File: src/rtl/mem_lsu.sv
// Memory-access stage: runs loads/stores against data memory over a req/ack handshake.
// Latency: 1 cycle for NONE/misaligned items, 2 + memory wait cycles for accesses.
// Backpressure: in_ready (and stall_o) drop for the whole ACCESS phase; upstream holds its item.
module mem_lsu #(
  parameter int ADDR_W      = 32,
  parameter int REG_ADDR_W  = 5,
  parameter int TIMEOUT_CYC = 16,
  parameter int BIG_ENDIAN  = 0
) (
  input  logic                  clk,
  input  logic                  rst_n,
  input  logic                  in_valid,
  output logic                  in_ready,
  input  logic [3:0]            memop_i,
  input  logic [31:0]           result_i,
  input  logic [31:0]           store_data_i,
  input  logic [REG_ADDR_W-1:0] waddr_i,
  input  logic                  we_i,
  input  logic [31:0]           hi_i,
  input  logic [31:0]           lo_i,
  input  logic                  whilo_i,
  output logic                  dm_req,
  output logic                  dm_we,
  output logic [ADDR_W-1:0]     dm_addr,
  output logic [3:0]            dm_be,
  output logic [31:0]           dm_wdata,
  input  logic                  dm_ack,
  input  logic [31:0]           dm_rdata,
  output logic                  out_valid,
  output logic [31:0]           result_o,
  output logic [REG_ADDR_W-1:0] waddr_o,
  output logic                  we_o,
  output logic [31:0]           hi_o,
  output logic [31:0]           lo_o,
  output logic                  whilo_o,
  output logic                  stall_o,
  output logic                  align_err_o,
  output logic                  timeout_err_o
);

  localparam logic [3:0] OP_LB  = 4'd1;
  localparam logic [3:0] OP_LBU = 4'd2;
  localparam logic [3:0] OP_LH  = 4'd3;
  localparam logic [3:0] OP_LHU = 4'd4;
  localparam logic [3:0] OP_LW  = 4'd5;
  localparam logic [3:0] OP_SB  = 4'd6;
  localparam logic [3:0] OP_SH  = 4'd7;
  localparam logic [3:0] OP_SW  = 4'd8;

  // One spare bit so the counter can represent TIMEOUT_CYC itself.
  localparam int CNT_W = $clog2(TIMEOUT_CYC + 2);

  typedef enum logic {S_IDLE, S_ACCESS} state_t;

  state_t                  state_q, state_d;
  logic [CNT_W-1:0]        cnt_q, cnt_d;

  // Item captured at accept time, held for the whole access.
  logic [3:0]              op_q, op_d;
  logic [31:0]             res_q, res_d;
  logic                    st_q, st_d;
  logic [3:0]              be_q, be_d;
  logic [31:0]             wdata_q, wdata_d;
  logic [REG_ADDR_W-1:0]   wa_q, wa_d;
  logic                    rwe_q, rwe_d;
  logic [31:0]             hi_q, hi_d;
  logic [31:0]             lo_q, lo_d;
  logic                    whilo_q, whilo_d;

  // Write-back output registers.
  logic                    out_valid_q, out_valid_d;
  logic [31:0]             result_o_q, result_o_d;
  logic [REG_ADDR_W-1:0]   waddr_o_q, waddr_o_d;
  logic                    we_o_q, we_o_d;
  logic [31:0]             hi_o_q, hi_o_d;
  logic [31:0]             lo_o_q, lo_o_d;
  logic                    whilo_o_q, whilo_o_d;
  logic                    align_err_q, align_err_d;
  logic                    timeout_err_q, timeout_err_d;

  // Input-side decode.
  logic                    in_load, in_store, in_byte, in_half, in_word, in_misalign;
  logic [1:0]              in_byte_lane;
  logic                    in_half_sel;
  logic [3:0]              in_be;
  logic [31:0]             in_wdata;

  // Load-side extraction.
  logic [1:0]              ld_byte_lane;
  logic                    ld_half_sel;
  logic [7:0]              ld_byte;
  logic [15:0]             ld_half;
  logic [31:0]             ld_val;
  logic                    ld_q;

  logic [CNT_W-1:0]        cnt_inc;
  logic                    timeout_hit;

  // Classify the incoming op and build lane-mapped byte enables and store data.
  always_comb begin
    in_load      = (memop_i >= OP_LB) && (memop_i <= OP_LW);
    in_store     = (memop_i >= OP_SB) && (memop_i <= OP_SW);
    in_byte      = (memop_i == OP_LB) || (memop_i == OP_LBU) || (memop_i == OP_SB);
    in_half      = (memop_i == OP_LH) || (memop_i == OP_LHU) || (memop_i == OP_SH);
    in_word      = (memop_i == OP_LW) || (memop_i == OP_SW);
    in_misalign  = (in_half && result_i[0]) || (in_word && (result_i[1:0] != 2'b00));
    // Big-endian puts byte k on lane 3-k, which is the bitwise inverse of k.
    in_byte_lane = (BIG_ENDIAN != 0) ? ~result_i[1:0] : result_i[1:0];
    in_half_sel  = (BIG_ENDIAN != 0) ? ~result_i[1]   : result_i[1];
    in_be        = 4'hF;
    in_wdata     = 32'd0;
    if (in_store) begin
      if (in_byte) begin
        in_be    = 4'b0001 << in_byte_lane;
        in_wdata = {4{store_data_i[7:0]}};
      end else if (in_half) begin
        in_be    = in_half_sel ? 4'b1100 : 4'b0011;
        in_wdata = {2{store_data_i[15:0]}};
      end else begin
        in_be    = 4'hF;
        in_wdata = store_data_i;
      end
    end
  end

  // Pick the addressed byte/half out of the returned word and extend it.
  always_comb begin
    ld_byte_lane = (BIG_ENDIAN != 0) ? ~res_q[1:0] : res_q[1:0];
    ld_half_sel  = (BIG_ENDIAN != 0) ? ~res_q[1]   : res_q[1];
    ld_byte      = dm_rdata[{ld_byte_lane, 3'b000} +: 8];
    ld_half      = dm_rdata[{ld_half_sel, 4'b0000} +: 16];
    ld_q         = (op_q >= OP_LB) && (op_q <= OP_LW);
    case (op_q)
      OP_LB:   ld_val = {{24{ld_byte[7]}}, ld_byte};
      OP_LBU:  ld_val = {24'd0, ld_byte};
      OP_LH:   ld_val = {{16{ld_half[15]}}, ld_half};
      OP_LHU:  ld_val = {16'd0, ld_half};
      default: ld_val = dm_rdata;
    endcase
  end

  assign cnt_inc     = cnt_q + CNT_W'(1);
  assign timeout_hit = (TIMEOUT_CYC != 0) && (cnt_inc == CNT_W'(TIMEOUT_CYC));

  // Next-state and output-register logic; ack takes priority over timeout.
  always_comb begin
    state_d       = state_q;
    cnt_d         = cnt_q;
    op_d          = op_q;
    res_d         = res_q;
    st_d          = st_q;
    be_d          = be_q;
    wdata_d       = wdata_q;
    wa_d          = wa_q;
    rwe_d         = rwe_q;
    hi_d          = hi_q;
    lo_d          = lo_q;
    whilo_d       = whilo_q;
    out_valid_d   = 1'b0;
    result_o_d    = result_o_q;
    waddr_o_d     = waddr_o_q;
    we_o_d        = 1'b0;
    hi_o_d        = hi_o_q;
    lo_o_d        = lo_o_q;
    whilo_o_d     = 1'b0;
    align_err_d   = 1'b0;
    timeout_err_d = 1'b0;
    case (state_q)
      S_IDLE: begin
        if (in_valid) begin
          if ((in_load || in_store) && !in_misalign) begin
            state_d = S_ACCESS;
            cnt_d   = '0;
            op_d    = memop_i;
            res_d   = result_i;
            st_d    = in_store;
            be_d    = in_be;
            wdata_d = in_wdata;
            wa_d    = waddr_i;
            rwe_d   = we_i;
            hi_d    = hi_i;
            lo_d    = lo_i;
            whilo_d = whilo_i;
          end else begin
            // NONE or misaligned: complete immediately without touching memory.
            out_valid_d = 1'b1;
            result_o_d  = result_i;
            waddr_o_d   = waddr_i;
            we_o_d      = in_misalign ? 1'b0 : we_i;
            hi_o_d      = hi_i;
            lo_o_d      = lo_i;
            whilo_o_d   = whilo_i;
            align_err_d = in_misalign;
          end
        end
      end
      S_ACCESS: begin
        if (dm_ack || timeout_hit) begin
          state_d       = S_IDLE;
          cnt_d         = '0;
          out_valid_d   = 1'b1;
          result_o_d    = (dm_ack && ld_q) ? ld_val : res_q;
          waddr_o_d     = wa_q;
          we_o_d        = dm_ack && ld_q && rwe_q;
          hi_o_d        = hi_q;
          lo_o_d        = lo_q;
          whilo_o_d     = whilo_q;
          timeout_err_d = !dm_ack;
        end else begin
          cnt_d = cnt_inc;
        end
      end
      default: state_d = S_IDLE;
    endcase
  end

  // State, captured item and output registers; reset abandons any access.
  always_ff @(posedge clk or negedge rst_n) begin
    if (!rst_n) begin
      state_q       <= S_IDLE;
      cnt_q         <= '0;
      op_q          <= '0;
      res_q         <= '0;
      st_q          <= 1'b0;
      be_q          <= '0;
      wdata_q       <= '0;
      wa_q          <= '0;
      rwe_q         <= 1'b0;
      hi_q          <= '0;
      lo_q          <= '0;
      whilo_q       <= 1'b0;
      out_valid_q   <= 1'b0;
      result_o_q    <= '0;
      waddr_o_q     <= '0;
      we_o_q        <= 1'b0;
      hi_o_q        <= '0;
      lo_o_q        <= '0;
      whilo_o_q     <= 1'b0;
      align_err_q   <= 1'b0;
      timeout_err_q <= 1'b0;
    end else begin
      state_q       <= state_d;
      cnt_q         <= cnt_d;
      op_q          <= op_d;
      res_q         <= res_d;
      st_q          <= st_d;
      be_q          <= be_d;
      wdata_q       <= wdata_d;
      wa_q          <= wa_d;
      rwe_q         <= rwe_d;
      hi_q          <= hi_d;
      lo_q          <= lo_d;
      whilo_q       <= whilo_d;
      out_valid_q   <= out_valid_d;
      result_o_q    <= result_o_d;
      waddr_o_q     <= waddr_o_d;
      we_o_q        <= we_o_d;
      hi_o_q        <= hi_o_d;
      lo_o_q        <= lo_o_d;
      whilo_o_q     <= whilo_o_d;
      align_err_q   <= align_err_d;
      timeout_err_q <= timeout_err_d;
    end
  end

  assign in_ready      = (state_q == S_IDLE);
  assign stall_o       = !in_ready;
  assign dm_req        = (state_q == S_ACCESS);
  assign dm_we         = dm_req && st_q;
  assign dm_addr       = {res_q[ADDR_W-1:2], 2'b00};
  assign dm_be         = be_q;
  assign dm_wdata      = wdata_q;
  assign out_valid     = out_valid_q;
  assign result_o      = result_o_q;
  assign waddr_o       = waddr_o_q;
  assign we_o          = we_o_q;
  assign hi_o          = hi_o_q;
  assign lo_o          = lo_o_q;
  assign whilo_o       = whilo_o_q;
  assign align_err_o   = align_err_q;
  assign timeout_err_o = timeout_err_q;

endmodule

File: config.mk
export PLATFORM = sky130hd
export DESIGN_NAME = mem_lsu
export DESIGN_NICKNAME = d
export VERILOG_FILES = /design/src/rtl/mem_lsu.sv
export SDC_FILE = /design/constraint.sdc
export NUM_CORES = 1
export LEC_CHECK = 0
export ABC_AREA = 0
export CAP_MARGIN = 25
export CORE_MARGIN = 5
export CORE_UTILIZATION = 45
export DETAILED_ROUTE_END_ITERATION = 16
export PLACE_DENSITY = 0.74
export SYNTH_ARGS = -nofsm -noshare
export SYNTH_HDL_FRONTEND = slang
export SYNTH_SLANG_ARGS = --single-unit
export TNS_END_PERCENT = 50
File: constraint.sdc
create_clock -name clk -period 2.8 [get_ports clk]
set_input_delay 0.28 -clock clk [delete_from_list [all_inputs] [get_ports clk]]
set_output_delay 0.28 -clock clk [all_outputs]
set_load 0.05 [all_outputs]
Word level (Yosys, flattened, before mapping)

Index checks and enable logic that the tools add are counted.

Add/subtract/negate cells: 1
Magnitude comparators: 6
Equality and inequality tests: 17
Shift operators: 3
Mux-type cells: 51
Bitwise logic cells: 1
Reductions and logical operators: 23

Operators with widths:

| cell                                                                                 | count |
|---|---|
| 32-bit 2-to-1 mux                                                                    | 13 |
| 32-bit case mux with 2 select lines                                                  | 3 |
| 32-bit case mux with 4 select lines                                                  | 1 |
| 32-bit by 6-bit indexed part select with 16-bit output                               | 1 |
| 32-bit by 6-bit indexed part select with 8-bit output                                | 1 |
| 5-bit 2-to-1 mux                                                                     | 6 |
| 4-bit by 3-bit equality test with 1-bit output (second input constant)               | 5 |
| 5-bit case mux with 2 select lines                                                   | 2 |
| 1-bit 2-to-1 mux                                                                     | 18 |
| 4-bit by 2-bit equality test with 1-bit output (second input constant)               | 4 |
| 4-bit 2-to-1 mux                                                                     | 4 |
| 1-bit logical AND                                                                    | 9 |
| 4-bit by 1-bit equality test with 1-bit output (second input constant)               | 2 |
| 4-bit by 1-bit greater-or-equal comparator with 1-bit output (second input constant) | 2 |
| 4-bit by 3-bit less-or-equal comparator with 1-bit output (second input constant)    | 2 |
| 1-bit logical OR                                                                     | 8 |
| 1-bit case mux with 2 select lines                                                   | 4 |
| 3-bit AND reduction                                                                  | 2 |
| 5-bit by 1-bit adder with 5-bit output (second input constant)                       | 1 |
| 5-bit equality test (second input constant)                                          | 1 |
| 4-bit equality test (second input constant)                                          | 1 |
| 4-bit by 3-bit greater-or-equal comparator with 1-bit output (second input constant) | 1 |
| 4-bit less-or-equal comparator (second input constant)                               | 1 |
| 2-bit by 1-bit != test with 1-bit output (second input constant)                     | 2 |
| other kinds (6)                                                                      | 8 |

Register bits after elaboration: 256
Output and inout bits: 178

Depth between registers and ports, before layout

Word-level depth: 10
Depth in mapped cells: 9
Depth with buffers taken out: 5

Worst setup path before layout

No wires, ideal clock.

Path kind: register -> output
From: register state_q (netlist: dm_req)
To: output port dm_we
Arrival: 2185 ps
Data required time: 2520 ps
Path slack: 335 ps
Cell stages (with the launch flop): 6
Cells stage by stage: dfrtp_1 -> clkbuf_1 -> clkbuf_1 -> clkbuf_1 -> buf_1 -> and2_1

Cells in the longest elaborated chain, start to end: 1

RTL lines:

| what                   | line | RTL |
|---|---|---|
| start, declared        | 55   | `state_t state_q, state_d;` |
| start signal, assigned | 242  | `state_q <= state_d;` |
| 1-bit logical AND      | 269  | `assign dm_we = dm_req && st_q;` |
| end, declared          | 23   | `output logic dm_we,` |

Every way passes these cells.

Worst setup path after layout

From: register op_q[0]
To: register result_o_q[14] (netlist: result_o[14])

Cells in the longest elaborated chain, start to end: 6
Elaborated cells between the ends (all ways): 12
Classes of those cells: 2 x order compare; 4 x eq/ne; 4 x mux; 2 x reduce/logical

RTL lines:

| what                                                                                                                                             | line | RTL |
|---|---|---|
| start, declared                                                                                                                                  | 59   | `logic [3:0] op_q, op_d;` |
| start signal, assigned                                                                                                                           | 244  | `op_q <= op_d;` |
| 4-bit by 1-bit greater-or-equal comparator with 1-bit output / 4-bit by 3-bit less-or-equal comparator with 1-bit output (equally long branches) | 132  | `ld_q = (op_q >= OP_LB) && (op_q <= OP_LW);` |
| 1-bit logical AND                                                                                                                                | 132  |  |
| 1-bit logical AND                                                                                                                                | 202  | `result_o_d = (dm_ack && ld_q) ? ld_val : res_q;` |
| 32-bit 2-to-1 mux (*)                                                                                                                            | 202  |  |
| 32-bit 2-to-1 mux (*)                                                                                                                            | 198  | `if (dm_ack \|\| timeout_hit) begin` |
| 32-bit case mux with 2 select lines (*)                                                                                                          | 168  | `case (state_q)` |
| end signal, assigned                                                                                                                             | 255  | `result_o_q <= result_o_d;` |
| end, declared                                                                                                                                    | 72   | `logic [31:0] result_o_q, result_o_d;` |

Every way passes the cells marked *; elsewhere a longest branch is shown, timed or not. The select of a mux whose other input is x is not followed.
A chain may end at the register's enable or synchronous reset.

==> results.json <==
{
  "layout.nets": 1460,
  "ioPinCount": 353,
  "drive_gt1_share_pct": 19.91,
  "cts.htree.levels": 1,
  "synth_area_leaders": "dfrtp_1, mux2_2, mux2_1",
  "wl_met2_mm": 16.80,
  "status": "completed",
  "area_delta_synth_final_pct": 38.18,
  "placed_area_sq_um": 16300,
  "synth-warning-count": 0,
  "reg2reg_slack_ps": 330,
  "root_buffer": "clkbuf_16",
  "core-area_sq_um": 27630,
  "fmax_ghz": 0.4051,
  "grt_overflow": 0,
  "power_density_nw_per_um2": 993.9,
  "via_per_inst": 5.408,
  "critical_path.endpoint_type": "register",
  "dieArea_sq_um": 31250,
  "vias": 9118,
  "final_hold_viol_count": 0,
  "rsz0062_at_grt": "no",
  "fillers": 2227,
  "crit_chain": "nor3_1 -> buf_4 -> a2111oi_4 -> o221a_1 -> o2bb2ai_1 -> mux2_4",
  "critPathKind": "reg -> reg",
  "grt_first_pass_wirelength_mm": 54.93,
  "period_needed_ps": 2468,
  "relSlewSlack_pct": 29.27,
  "cts_buffers": 28,
  "finalNonFillerCells": 1686,
  "drt_iter0_markers": 501,
  "synth-edff-count": 0,
  "drt-total-wl_mm": 35.08,
  "grt_pass1_vias": 9563,
  "peakVddDrop_uv": 634.8,
  "routabilityCongestion": 0.8803,
  "startpoint_type": "register",
  "dp.cells": 1631,
  "worst_pin_slew_ps": 1057,
  "top_layer_used": "met5",
  "synth_top_cell_by_area": "dfrtp_1",
  "final_max_slew_viol_count": 0,
  "synth_top_area_share_pct": 51.19,
  "first_pass_iters": 5,
  "wl_met1_mm": 14.48,
  "whs_ps": 288.6,
  "ant_nets": 0,
  "cts_tree": "built",
  "die_x_microns": 176.8,
  "synth_seq_cells": 256,
  "syn_area_sq_um": 12510,
  "path_clk_slew_ps": 60,
  "mostFrequentLayoutCells": "clkdlybuf4s50_1, dfrtp_1, mux2_2",
  "post-cts-setup-buffers": 0,
  "timing.final.crit_share_pct": 88.15,
  "critical_path_arrival_ps": 2880,
  "layout_commonest_cell": "clkdlybuf4s50_1",
  "hold_class": "in -> async",
  "drc": 0,
  "synthDistinctLibCells": 65,
  "finalCoreUtilization_pct": 62.59,
  "cp_top_family": "compound AO/OA/AOI/OAI gates",
  "cap_viol_max_count": 0,
  "clk-insertion-delay-late_ps": 540,
  "cpMaxStageDelayCell": "dfrtp_1",
  "grt_max_degree": 68,
  "place_hpwl_mm": 25.27,
  "r2r_start": "op_q[0]$_DFFE_PN0P_",
  "cts_resized": 0,
  "startpoint": "op_q[0]$_DFFE_PN0P_",
  "yosysSeqAreaShare_pct": 51.19,
  "leakage_uw": 0.007184,
  "final-setup-viol-count": 0,
  "start_util_pct": 45.29,
  "die_h_microns": 176.8,
  "max-clock-path-buffers": 3,
  "cts_num_sinks": 256,
  "fin_worst_skew_ps": 11.32,
  "synth.avg_cell_area_sq_um": 12.91,
  "antenna_found_initial": 3,
  "cp_max_fo": 17,
  "syn_inst": 969,
  "track_usage_pct": 21.99,
  "met3_length_mm": 2.523,
  "critPathBufInv": 1,
  "fin_tns_setup_ps": 0,
  "hold_buffers": 1,
  "slowest_delay_ps": 750,
  "async_flop_share_pct": 100.0,
  "fp-row-count": 61,
  "port_buffers": 350,
  "worst_ep_required_time_ps": 3210,
  "design_area_sq_um": 17290,
  "post_drt_wl_per_cell_microns": 20.80,
  "synthFlopType": "dfrtp_1"
}
worst paths after layout:
check | endpoint | depth (start not counted)
worst min register to register | st_q$_DFFE_PN0P_ | 1
min in group clk | hi_q[20]$_DFFE_PN0P_ | 2
max in group asynchronous | hi_q[2]$_DFFE_PN0P_ | 3
worst max register to register | result_o[14]$_DFFE_PN0P_ | 6
worst min-delay path | res_q[22]$_DFFE_PN0P_ | 2
worst max-delay path | result_o[14]$_DFFE_PN0P_ | 6
state kept, by name (all words and copies together), names as in the netlist:
signal and flops:
timeout_err_o 1, align_err_o 1, whilo_q 1, dm_wdata 32
cnt_q 5, wa_q 5, rwe_q 1, hi_o 32
dm_be 4, we_o 1, waddr_o 5, lo_q 32
result_o 32, st_q 1, op_q 4, whilo_o 1
out_valid 1, dm_req 1, res_q 32, hi_q 32
lo_o 32
report_power, final:
group	leakage [uW]	total [uW]	internal [uW]	switching [uW]
sequential	0.00307	5610	4880	738
combinational	0.00362	7710	2970	4740
clock	0.000487	3870	2370	1500
total	0.00718	17200	10200	6970
metrics by stage:
step	power, uW	setup WS (ps)
6_report	17190	331.7
5_1_grt	17960	235.1
4_1_cts	17360	304.8
3_5_place_dp	13400	20.78
3_3_place_gp	13270	84.52
2_1_floorplan	10750	334.5
synth_stat cells, types with 4 or more instances:
library cell	instances
buf_4	37
mux2i_1	38
mux2_1	122
nand3_1	7
inv_1	13
mux2_4	7
nand2_1	38
a22o_1	16
buf_2	23
and2_1	4
o221a_2	6
nor2b_1	4
buf_6	9
o21a_1	4
o21ai_0	26
o221a_1	7
a221oi_1	16
a21o_1	9
dfrtp_1	256
o22a_1	4
clkbuf_1	31
a21oi_1	8
a31oi_1	6
nor2_1	40
o2bb2ai_1	29
a211oi_1	9
mux2_2	146
cells by family after synthesis:
family / share of synthesized area (%)
AOI/OAI and AO/OA: 10.37
DFF: 51.19
xor gates and xnor gates: 0.1400
muxes: 28.17
and+or+nand+nor: 4.669
other: 0.02997
adders and majority gates: 0.09996
buffers and inverters: 5.329
layout make-up:
class	instances	area, sq um	area share [%]
clock buffers	37	795.8	4.602
clock inverters	15	185.2	1.071
repair buffers	386	3916	22.65
diodes	2	5.005	0.02894
flip-flops and latches	256	6410	37.07
inverters	13	48.80	0.2822
well taps	378	473.0	2.735
multi-input cells	599	5459	31.57
worst register-to-register path, stage by stage, from the launching register on:
cell and delay (ps):
dfrtp_1 750, nor3_1 100, buf_4 210, a2111oi_4 580, o221a_1 350, o2bb2ai_1 100, mux2_4 260
routing by layer:
layer	global-route usage (%)	vias to the layer above
met3	5.170	70
met5	0	-
li1	-	4178
met2	35.91	306
met4	7.963	2
met1	28.78	4562
(Power assumes the default switching activity.)
